$ cat src/rtl/uart_rx_pkg.sv
// Shared definitions for the UART receiver frame controller: state encoding,
// counter widths and the prescale value assumed out of reset.
package uart_rx_pkg;

    localparam int PRESCALE_W = 6;
    localparam int BIT_CNT_W  = 4;

    localparam logic [PRESCALE_W-1:0] PRESCALE_RST = 6'd8;

    typedef enum logic [2:0] {
        IDLE   = 3'd0,
        START  = 3'd1,
        DATA   = 3'd2,
        PARITY = 3'd3,
        STOP   = 3'd4,
        VALID  = 3'd5,
        BREAK  = 3'd6
    } rx_state_e;

    // States in which a bit is on the line and the oversample counter runs.
    function automatic logic is_counting(input rx_state_e st);
        return (st == START) || (st == DATA) || (st == PARITY) || (st == STOP);
    endfunction

endpackage

$ cat src/rtl/uart_rx_edge_bit_counter.sv
// Oversample (edge) and bit counters for the UART receiver. The edge counter
// wraps at the latched prescale value and each wrap advances the bit counter.
// A synchronous clear has priority over counting.
module uart_rx_edge_bit_counter
    import uart_rx_pkg::*;
(
    input  logic                  i_clk,
    input  logic                  i_rst_n,
    input  logic                  i_en,
    input  logic                  i_clr,
    input  logic [PRESCALE_W-1:0] i_prescale_q,
    output logic [PRESCALE_W-1:0] o_edge_cnt,
    output logic [BIT_CNT_W-1:0]  o_bit_cnt,
    output logic                  o_last,
    output logic                  o_pre_last
);

    logic [PRESCALE_W-1:0] r_edge_cnt;
    logic [BIT_CNT_W-1:0]  r_bit_cnt;
    logic                  w_last;
    logic                  w_pre_last;

    assign w_last     = (r_edge_cnt == (i_prescale_q - 6'd1));
    assign w_pre_last = (r_edge_cnt == (i_prescale_q - 6'd2));

    // Advance the edge counter each enabled cycle; wrap and bump the bit index on the last edge.
    always_ff @(posedge i_clk or negedge i_rst_n) begin
        if (!i_rst_n) begin
            r_edge_cnt <= 6'd0;
            r_bit_cnt  <= 4'd0;
        end else if (i_clr) begin
            r_edge_cnt <= 6'd0;
            r_bit_cnt  <= 4'd0;
        end else if (i_en) begin
            if (w_last) begin
                r_edge_cnt <= 6'd0;
                r_bit_cnt  <= r_bit_cnt + 4'd1;
            end else begin
                r_edge_cnt <= r_edge_cnt + 6'd1;
            end
        end
    end

    assign o_edge_cnt = r_edge_cnt;
    assign o_bit_cnt  = r_bit_cnt;
    assign o_last     = w_last;
    assign o_pre_last = w_pre_last;

endmodule

$ cat src/rtl/uart_rx_fsm.sv
// UART receiver frame controller. Walks start/data/parity/stop phases of an
// oversampled frame, drives the sampler/deserializer/checker enables and
// reports an accepted frame (data_valid) or a dropped one (frm_err).
// Optional line-break detection is compiled in with UART_RX_BREAK_DET_EN:
// an all-zero frame ending in a stop error raises break_det and parks in
// BREAK until the line returns high.
module uart_rx_fsm
    import uart_rx_pkg::*;
#(
    parameter int Data_width = 8
) (
    input  logic                  CLK,
    input  logic                  RST,
    input  logic                  RX_IN,
    input  logic                  PAR_EN,
    input  logic [PRESCALE_W-1:0] prescale,
    input  logic                  sampled_bit,
    input  logic                  par_err,
    input  logic                  strt_glitch,
    input  logic                  stp_err,
    output logic [PRESCALE_W-1:0] edge_cnt,
    output logic [BIT_CNT_W-1:0]  bit_cnt,
    output logic                  dat_samp_en,
    output logic                  deser_en,
    output logic                  strt_chk_en,
    output logic                  par_chk_en,
    output logic                  stp_chk_en,
    output logic                  data_valid,
    output logic                  frm_err,
    output logic                  break_det
);

    localparam logic [BIT_CNT_W-1:0] LAST_DATA_BIT = BIT_CNT_W'(Data_width);

    rx_state_e             r_state;
    rx_state_e             w_next_state;
    logic [PRESCALE_W-1:0] r_prescale_q;
    logic                  w_last;
    logic                  w_pre_last;
    logic                  w_cnt_en;
    logic                  w_cnt_clr;
    logic                  w_frm_err;
    logic                  w_start_entry;

    logic                  r_dat_samp_en;
    logic                  r_deser_en;
    logic                  r_strt_chk_en;
    logic                  r_par_chk_en;
    logic                  r_stp_chk_en;
    logic                  r_data_valid;
    logic                  r_frm_err;

`ifdef UART_RX_BREAK_DET_EN
    logic                  r_zero_flag;
    logic                  w_break;
    logic                  r_break_det;
`else
    logic                  w_unused_sampled_bit;
`endif

    // Counters run while a bit is on the line; they restart whenever a
    // counting phase is entered from outside or left for a non-counting one.
    assign w_cnt_en      = is_counting(r_state);
    assign w_cnt_clr     = !is_counting(r_state) || !is_counting(w_next_state);
    assign w_start_entry = (w_next_state == START) && (r_state != START);

    uart_rx_edge_bit_counter u_counter (
        .i_clk        (CLK),
        .i_rst_n      (RST),
        .i_en         (w_cnt_en),
        .i_clr        (w_cnt_clr),
        .i_prescale_q (r_prescale_q),
        .o_edge_cnt   (edge_cnt),
        .o_bit_cnt    (bit_cnt),
        .o_last       (w_last),
        .o_pre_last   (w_pre_last)
    );

    // Next-state decode; checker results are only looked at on the last edge of their own phase.
    always_comb begin
        w_next_state = r_state;
        w_frm_err    = 1'b0;
`ifdef UART_RX_BREAK_DET_EN
        w_break      = 1'b0;
`endif
        case (r_state)
            IDLE: begin
                if (!RX_IN) w_next_state = START;
                else        w_next_state = IDLE;
            end
            START: begin
                if (w_last) w_next_state = strt_glitch ? IDLE : DATA;
                else        w_next_state = START;
            end
            DATA: begin
                if (w_last && (bit_cnt == LAST_DATA_BIT)) w_next_state = PAR_EN ? PARITY : STOP;
                else                                      w_next_state = DATA;
            end
            PARITY: begin
                if (w_last) begin
                    if (par_err) begin
                        w_next_state = IDLE;
                        w_frm_err    = 1'b1;
                    end else begin
                        w_next_state = STOP;
                    end
                end else begin
                    w_next_state = PARITY;
                end
            end
            STOP: begin
                if (w_last) begin
                    if (stp_err) begin
`ifdef UART_RX_BREAK_DET_EN
                        if (r_zero_flag) begin
                            w_next_state = BREAK;
                            w_break      = 1'b1;
                        end else begin
                            w_next_state = IDLE;
                            w_frm_err    = 1'b1;
                        end
`else
                        w_next_state = IDLE;
                        w_frm_err    = 1'b1;
`endif
                    end else begin
                        w_next_state = VALID;
                    end
                end else begin
                    w_next_state = STOP;
                end
            end
            VALID: begin
                if (!RX_IN) w_next_state = START;
                else        w_next_state = IDLE;
            end
            BREAK: begin
`ifdef UART_RX_BREAK_DET_EN
                if (RX_IN) w_next_state = IDLE;
                else       w_next_state = BREAK;
`else
                w_next_state = IDLE;
`endif
            end
            default: begin
                w_next_state = IDLE;
            end
        endcase
    end

    // State register, prescale latch and registered Moore outputs aligned with the state they describe.
    always_ff @(posedge CLK or negedge RST) begin
        if (!RST) begin
            r_state       <= IDLE;
            r_prescale_q  <= PRESCALE_RST;
            r_dat_samp_en <= 1'b0;
            r_deser_en    <= 1'b0;
            r_strt_chk_en <= 1'b0;
            r_par_chk_en  <= 1'b0;
            r_stp_chk_en  <= 1'b0;
            r_data_valid  <= 1'b0;
            r_frm_err     <= 1'b0;
        end else begin
            r_state <= w_next_state;
            if (w_start_entry) begin
                r_prescale_q <= prescale;
            end
            r_dat_samp_en <= is_counting(w_next_state);
            r_strt_chk_en <= (w_next_state == START);
            r_par_chk_en  <= (w_next_state == PARITY);
            r_stp_chk_en  <= (w_next_state == STOP);
            r_data_valid  <= (w_next_state == VALID);
            r_frm_err     <= w_frm_err;
            // One edge early, so the strobe coincides with the last edge of each data bit.
            r_deser_en    <= (r_state == DATA) && w_pre_last;
        end
    end

`ifdef UART_RX_BREAK_DET_EN
    // Zero flag: armed on start entry, dropped once any data/parity bit samples high.
    always_ff @(posedge CLK or negedge RST) begin
        if (!RST) begin
            r_zero_flag <= 1'b0;
            r_break_det <= 1'b0;
        end else begin
            if (w_start_entry) begin
                r_zero_flag <= 1'b1;
            end else if (((r_state == DATA) || (r_state == PARITY)) && w_last && sampled_bit) begin
                r_zero_flag <= 1'b0;
            end
            r_break_det <= w_break;
        end
    end

    assign break_det = r_break_det;
`else
    assign w_unused_sampled_bit = sampled_bit;
    assign break_det            = 1'b0;
`endif

    assign dat_samp_en = r_dat_samp_en;
    assign deser_en    = r_deser_en;
    assign strt_chk_en = r_strt_chk_en;
    assign par_chk_en  = r_par_chk_en;
    assign stp_chk_en  = r_stp_chk_en;
    assign data_valid  = r_data_valid;
    assign frm_err     = r_frm_err;

endmodule

$ cat config.mk
export PLATFORM = sky130hd
export DESIGN_NAME = uart_rx_fsm
export DESIGN_NICKNAME = d
export VERILOG_FILES = /design/src/rtl/uart_rx_pkg.sv /design/src/rtl/uart_rx_edge_bit_counter.sv /design/src/rtl/uart_rx_fsm.sv
export SDC_FILE = /design/constraint.sdc
export NUM_CORES = 1
export LEC_CHECK = 0
export BUFFER_PORTS_ARGS = -buffer_cell sky130_fd_sc_hd__buf_2
export CAP_MARGIN = 20
export CELL_PAD_IN_SITES_DETAIL_PLACEMENT = 0
export CELL_PAD_IN_SITES_GLOBAL_PLACEMENT = 1
export CORE_MARGIN = 2
export CORE_UTILIZATION = 45
export DETAILED_ROUTE_END_ITERATION = 16
export PLACE_DENSITY = 0.8
export SLEW_MARGIN = 10
export SYNTH_ARGS = -nofsm -noshare
export SYNTH_HDL_FRONTEND = slang
export SYNTH_SLANG_ARGS = --single-unit
$ cat constraint.sdc
create_clock -name CLK -period 6.5 [get_ports CLK]
set_input_delay 1.3 -clock CLK [delete_from_list [all_inputs] [get_ports CLK]]
set_output_delay 1.3 -clock CLK [all_outputs]
set_load 0.02 [all_outputs]
Word-level counts from Yosys, hierarchy flattened
Index checks and enable logic that the tools add are counted.
{"block": "classes", "muxes": 21, "reduce_logical": 17, "eq_ne": 14, "n_addsub": 4}
{"op": "3-bit two-way mux", "n": 6}
{"op": "6-bit two-way mux", "n": 3}
{"op": "3-bit case mux with 5 select lines", "n": 1}
{"op": "3-bit by 2-bit equality test with 1-bit output, second input constant", "n": 4}
{"op": "3-bit equality test, second input constant", "n": 4}
{"op": "6-bit equality test", "n": 2}
{"op": "4-bit two-way mux", "n": 3}
{"op": "1-bit logical OR", "n": 7}
{"op": "6-bit by 1-bit adder with 6-bit output, second input constant", "n": 1}
{"op": "3-bit by 1-bit equality test with 1-bit output, second input constant", "n": 2}
{"op": "6-bit by 1-bit subtractor with 6-bit output, second input constant", "n": 1}
{"op": "6-bit by 2-bit subtractor with 6-bit output, second input constant", "n": 1}
{"op": "1-bit two-way mux", "n": 5}
{"op": "4-bit by 1-bit adder with 4-bit output, second input constant", "n": 1}
{"op": "4-bit equality test, second input constant", "n": 1}
{"op": "2-bit two-way mux", "n": 2}
{"op": "2-bit nonzero test", "n": 2}
{"op": "1-bit logical AND", "n": 3}
{"op": "3-bit logical NOT", "n": 1}
{"op": "3-bit by 1-bit != test with 1-bit output, second input constant", "n": 1}
{"op": "1-bit logical NOT", "n": 2}
{"op": "1-bit case mux with 2 select lines", "n": 1}
{"op": "2-bit AND reduction", "n": 1}
{"op": "2-bit OR reduction", "n": 1}
{"block": "totals", "reg_bits": 26, "elab_cells": 67, "in_bits": 14}

Depth between registers and ports, before layout
{"block": "logic_depth", "word_depth": 13, "depth_mapped": 10}

Hierarchy
From an unflattened synthesis, not the netlist that was laid out.
{"block": "hier_totals", "hier_cells": 168, "hier_area_um2": 1711.6}
{"module": "uart_rx_edge_bit_counter", "cells_per_inst": 96, "n_inst": 1, "area_per_inst_um2": 899.6}
{"module": "uart_rx_fsm", "cells_per_inst": 72, "n_inst": 1, "area_per_inst_um2": 812.0}

Worst setup path before layout
Ideal clock, no wire load.
{"block": "synth_path", "kind": "input-to-reg", "startpoint": "input RX_IN", "endpoint": "register u_counter.r_bit_cnt[3], in the netlist u_counter.o_bit_cnt[3]", "n_path_buf": 1, "setup_ps": 99, "path_slack_ps": 3955, "arrival_ps": 2446, "path_stages": 5, "cell_sequence": "or4_1 clkbuf_1 o21ai_1 mux2i_4 a311oi_1"}
{"block": "synth_between", "elab_chain_cells": 10, "word_cells_on_any_way": 15, "cone_classes": "4 x eq/ne; 3 x mux; 8 x reduce/logical"}
{"item": "start, declared", "line_no": "uart_rx_fsm.sv:14", "source": "input logic RX_IN,"}
{"item": "1-bit two-way mux (*)", "line_no": "uart_rx_fsm.sv:88, uart_rx_fsm.sv:134"}
{"item": "3-bit case mux with 5 select lines (*)", "line_no": "uart_rx_fsm.sv:86", "source": "case (r_state)"}
{"item": "3-bit by 1-bit equality test with 1-bit output or 3-bit by 2-bit equality test with 1-bit output (tied branches)", "line_no": "uart_rx_pkg.sv:22", "source": "return (st == START) || (st == DATA) || (st == PARITY) || (st == STOP);"}
{"item": "1-bit logical OR (2 in series)", "line_no": "uart_rx_pkg.sv:22"}
{"item": "1-bit logical OR (*)", "line_no": "uart_rx_pkg.sv:22"}
{"item": "1-bit logical NOT (*)", "line_no": "uart_rx_fsm.sv:64", "source": "assign w_cnt_clr = !is_counting(r_state) || !is_counting(w_next_state);"}
{"item": "1-bit logical OR (*)", "line_no": "uart_rx_fsm.sv:64"}
{"item": "2-bit nonzero test (no source line)"}
{"item": "2-bit AND reduction (no source line)"}
{"item": "end signal, assigned", "line_no": "uart_rx_edge_bit_counter.sv:37", "source": "r_bit_cnt <= r_bit_cnt + 4'd1;"}
{"item": "end, declared", "line_no": "uart_rx_edge_bit_counter.sv:19", "source": "logic [BIT_CNT_W-1:0] r_bit_cnt;"}
Mark *: on every way between the ends. The rest lies on a longest branch, timed or not.
A chain may end at the register's enable or synchronous reset.

Worst setup path after layout
{"block": "layout_path", "startpoint": "register r_prescale_q[2]", "endpoint": "register r_strt_chk_en, in the netlist strt_chk_en"}
{"block": "layout_between", "elab_chain_cells": 6, "word_cells_on_any_way": 9, "cone_classes": "1 x add/sub; 2 x eq/ne; 5 x mux; 1 x reduce/logical"}
{"item": "start, declared", "line_no": "uart_rx_fsm.sv:37", "source": "logic [PRESCALE_W-1:0] r_prescale_q;"}
{"item": "start signal, assigned", "line_no": "uart_rx_fsm.sv:166", "source": "r_prescale_q <= prescale;"}
{"item": "6-bit by 1-bit subtractor with 6-bit output (*)", "line_no": "uart_rx_edge_bit_counter.sv:23", "source": "assign w_last = (r_edge_cnt == (i_prescale_q - 6'd1));"}
{"item": "6-bit equality test (*)", "line_no": "uart_rx_edge_bit_counter.sv:23"}
{"item": "1-bit logical AND", "line_no": "uart_rx_fsm.sv:96", "source": "if (w_last && (bit_cnt == LAST_DATA_BIT)) w_next_state = PAR_EN ? PARITY : STOP;"}
{"item": "3-bit two-way mux", "line_no": "uart_rx_fsm.sv:96"}
{"item": "3-bit case mux with 5 select lines (*)", "line_no": "uart_rx_fsm.sv:86"}
{"item": "net w_next_state[0]", "line_no": "uart_rx_fsm.sv:36", "source": "rx_state_e w_next_state;"}
{"item": "3-bit by 1-bit equality test with 1-bit output (*)", "line_no": "uart_rx_fsm.sv:169", "source": "r_strt_chk_en <= (w_next_state == START);"}
{"item": "end signal, assigned", "line_no": "uart_rx_fsm.sv:169"}
{"item": "end, declared", "line_no": "uart_rx_fsm.sv:47", "source": "logic r_strt_chk_en;"}
The timed path passes the listed nets; every way through them passes the cells marked *.

==> impl_metrics.toml <==
[cells_and_area]
multiInputGateArea_um2 = 799.5
drive_gt1_share_pct = 30.99
fin_cells = 217
fillerInstances = 328
fin_nets = 192
n_antenna_cell = 0
seqCellArea_um2 = 651.9
fin_area_um2 = 1732
area_growth_pct = 13.26

[clock_network]
post_cts_buffers = 0
root_buffer = "clkbuf_4"
cts.sinks = 26
clk_latency_ns = 0.32
cts_buffers = 3
cts_hold_buf = 0
cts_buffer_depth = 2
cts.repair.resized = 0
ctsHtreeMaxLevel = 1
cts_tree = "built"
clk_pin_slew_worst_paths_ns = 0.14

[timing]
maxClockFrequency_ghz = 0.3974
slew_headroom_pct = 61.60
final-max-slew-violation-count = 0
hold_viol = 0
setup_viol = 0
period_minus_slack_ns = 2.516
skew_ns = 0.004745
tightest_slew_ns = 0.5760
finalCritPeriodShare_pct = 38.71
rsz0062_at_grt = "no"
setup-tns-final_ns = 0

[synthesis]
ys_warn_count = 0
synth_edf_count = 0
yosys.cell_count.top_type = "dfrtp_1"
synth_seq_cells = 26
ys_top_cells_by_count = "dfrtp_1 (25), nor2_1 (16), inv_1 (10), xor2_1 (10), nand3_1 (7)"
synthDistinctLibCells = 44
avgSynthCellArea_um2 = 10.77
synth-async-reset-ratio_pct = 100.0
synth_area_um2 = 1529
dominantRegCellSynth = "dfrtp_1"
ys_seq_area_share_pct = 42.64
netlist.area_leader.share_pct = 40.92
syn_inst = 142
synthesis.nets = 162
synth.area.top_cells = "dfrtp_1 (41%), xor2_1 (5.7%), ha_1 (4.9%)"
yosysTopAreaCell = "dfrtp_1"

[grt]
grt_pass1_wl_mm = 5.375
grt_util_all_layers_pct = 17.46
busiest_layer = "met2"
gr-usage-met2_pct = 27.72
grt_pass1_vias = 1166
grt_util_met1_pct = 23.40
gr-usage-met3_pct = 3.986
overflow = 0
grt_max_degree = 27
antenna_found_initial = 0

[die]
ios = 32
num_rows = 21
fp.dieH_um = 62.29
fp.dieArea_um2 = 3880
die_w_um = 62.29
core_um2 = 3311
initial_core_util_pct = 46.18

[placement]
io_buffers = 29
dp.cells = 213
post_dp_cell_area_um2 = 1695
dpl.hpwl_mm = 2.394
globalplace.congestion = 0.8829

[setup_path]
r2r_end = "strt_chk_en"
critical_path.endpoint = "strt_chk_en"
worstReg2RegStart = "r_prescale_q[2]"
startpoint_type = "flop"
critPathCaptureType = "flop"
crit_fanout = 7
r2r_cells = 9
crit_required_ns = 6.73
worst_ep_arrival_time_ns = 2.74
reg2reg_slack_ns = 3.98
startpoint = "r_prescale_q[2]"
path_class = "reg -> reg"

[route]
drc_errors = 0
drt-total-wl_mm = 3.086
wl_per_cell_um = 14.22
vias = 1146
drtIter0Drc = 64
drt_first_pass_iters = 4
vias_per_cell = 5.281
route.antenna.remaining_nets = 0

[power]
p_total_uw = 797.8
max-vdd-ir-drop_mv = 0.1960
p_leak_nw = 0.8378
powerDensity_nw_per_um2 = 460.7

[hold_path]
holdCritPathClass = "reg -> reg"

[flow_run]
drv_cap = 0

[outcome]
status = "finished clean"
==> cells in the final DEF, fill, tap and decap left out, types with 5 or more instances in the layout <==
cell	count
buf_2	29
dfrtp_1	25
nor2_1	16
inv_1	10
xor2_1	10
nand3_1	7
nand2_1	6
xnor2_1	6
mux2_2	6
ha_1	6
a311oi_1	5
==> through the flow <==
stage / utilization [%] / setup slack [ns] / hold slack [ns]
2_1_floorplan: - / 3.955 / 0.5367
5_1_grt: 52.31 / 3.790 / 0.5952
3_5_place_dp: 51.21 / 3.664 / 0.5258
3_3_place_gp: 51.21 / 3.709 / 0.5285
4_1_cts: 52.31 / 3.972 / 0.5435
6_report: 52.31 / 3.984 / 0.5364
==> power by group <==
part           switching (mW)  total [mW]  internal [mW]
Combinational           0.246       0.428          0.182
Sequential             0.0719       0.288          0.216
Clock                  0.0478      0.0821         0.0343
Total                   0.366       0.798          0.432
==> worst min path at each step <==
stage                                  startpoint                      end  slack [ns]  cells after the start
after floorplan                   r_prescale_q[5]          r_prescale_q[5]        0.54                      1
after detailed placement  u_counter.o_edge_cnt[0]  u_counter.o_edge_cnt[0]        0.53                      1
after global routing      u_counter.o_edge_cnt[0]  u_counter.o_edge_cnt[0]        0.60                      1
after global placement    u_counter.o_edge_cnt[0]  u_counter.o_edge_cnt[0]        0.53                      1
final                     u_counter.o_edge_cnt[0]  u_counter.o_edge_cnt[0]        0.54                      1
after CTS                 u_counter.o_edge_cnt[0]  u_counter.o_edge_cnt[0]        0.54                      1
==> cells by family (layout without fill, tap and decap cells) <==
kind of cell             Yosys count  count (layout)  share of synthesized area [%]
buffers and inverters             15              44                          5.073
other                              1               1                         0.2453
multiplexers                       9               9                          8.019
flip-flops                        26              26                          42.64
AND/OR/NAND/NOR                   46              46                          15.96
AO/OA/AOI/OAI                     20              20                          10.80
XOR/XNOR                          19              19                          12.36
adder cells (fa/ha/maj)            6               6                          4.910
==> layer usage <==
| layer | vias up | part of all wire [%] |
|---|---|---|
| met1 | 550 | 44 |
| met2 | 38 | 48 |
| met5 | - | 0 |
| li1 | 551 | - |
| met4 | 0 | 1.9 |
| met3 | 7 | 5.7 |
==> flip-flops by register name, summed over array words and instances, names as in the netlist, 3 cells and up <==
name                  cells
u_counter.o_bit_cnt       4
u_counter.o_edge_cnt      6
r_prescale_q              6
r_state                   3
==> worst max-delay path, stage by stage, from the launching register on <==
cell and delay [ns]:
dfrtp_1 0.47, inv_1 0.13, ha_1 0.23, a21boi_0 0.32, xor2_1 0.18, o2111a_2 0.29, and2_4 0.24, mux2i_4 0.33
inv_2 0.08, and3_1 0.15
==> area by class of cell <==
cell class / instances / area share (%)
clock buffers: 4 / 2.095
inverters: 11 / 2.384
multi-input cells: 101 / 46.17
flip-flops and latches: 26 / 37.64
well taps: 46 / 3.324
repair buffers: 29 / 8.381
No activity file was read; power rests on OpenSTA's default activity.
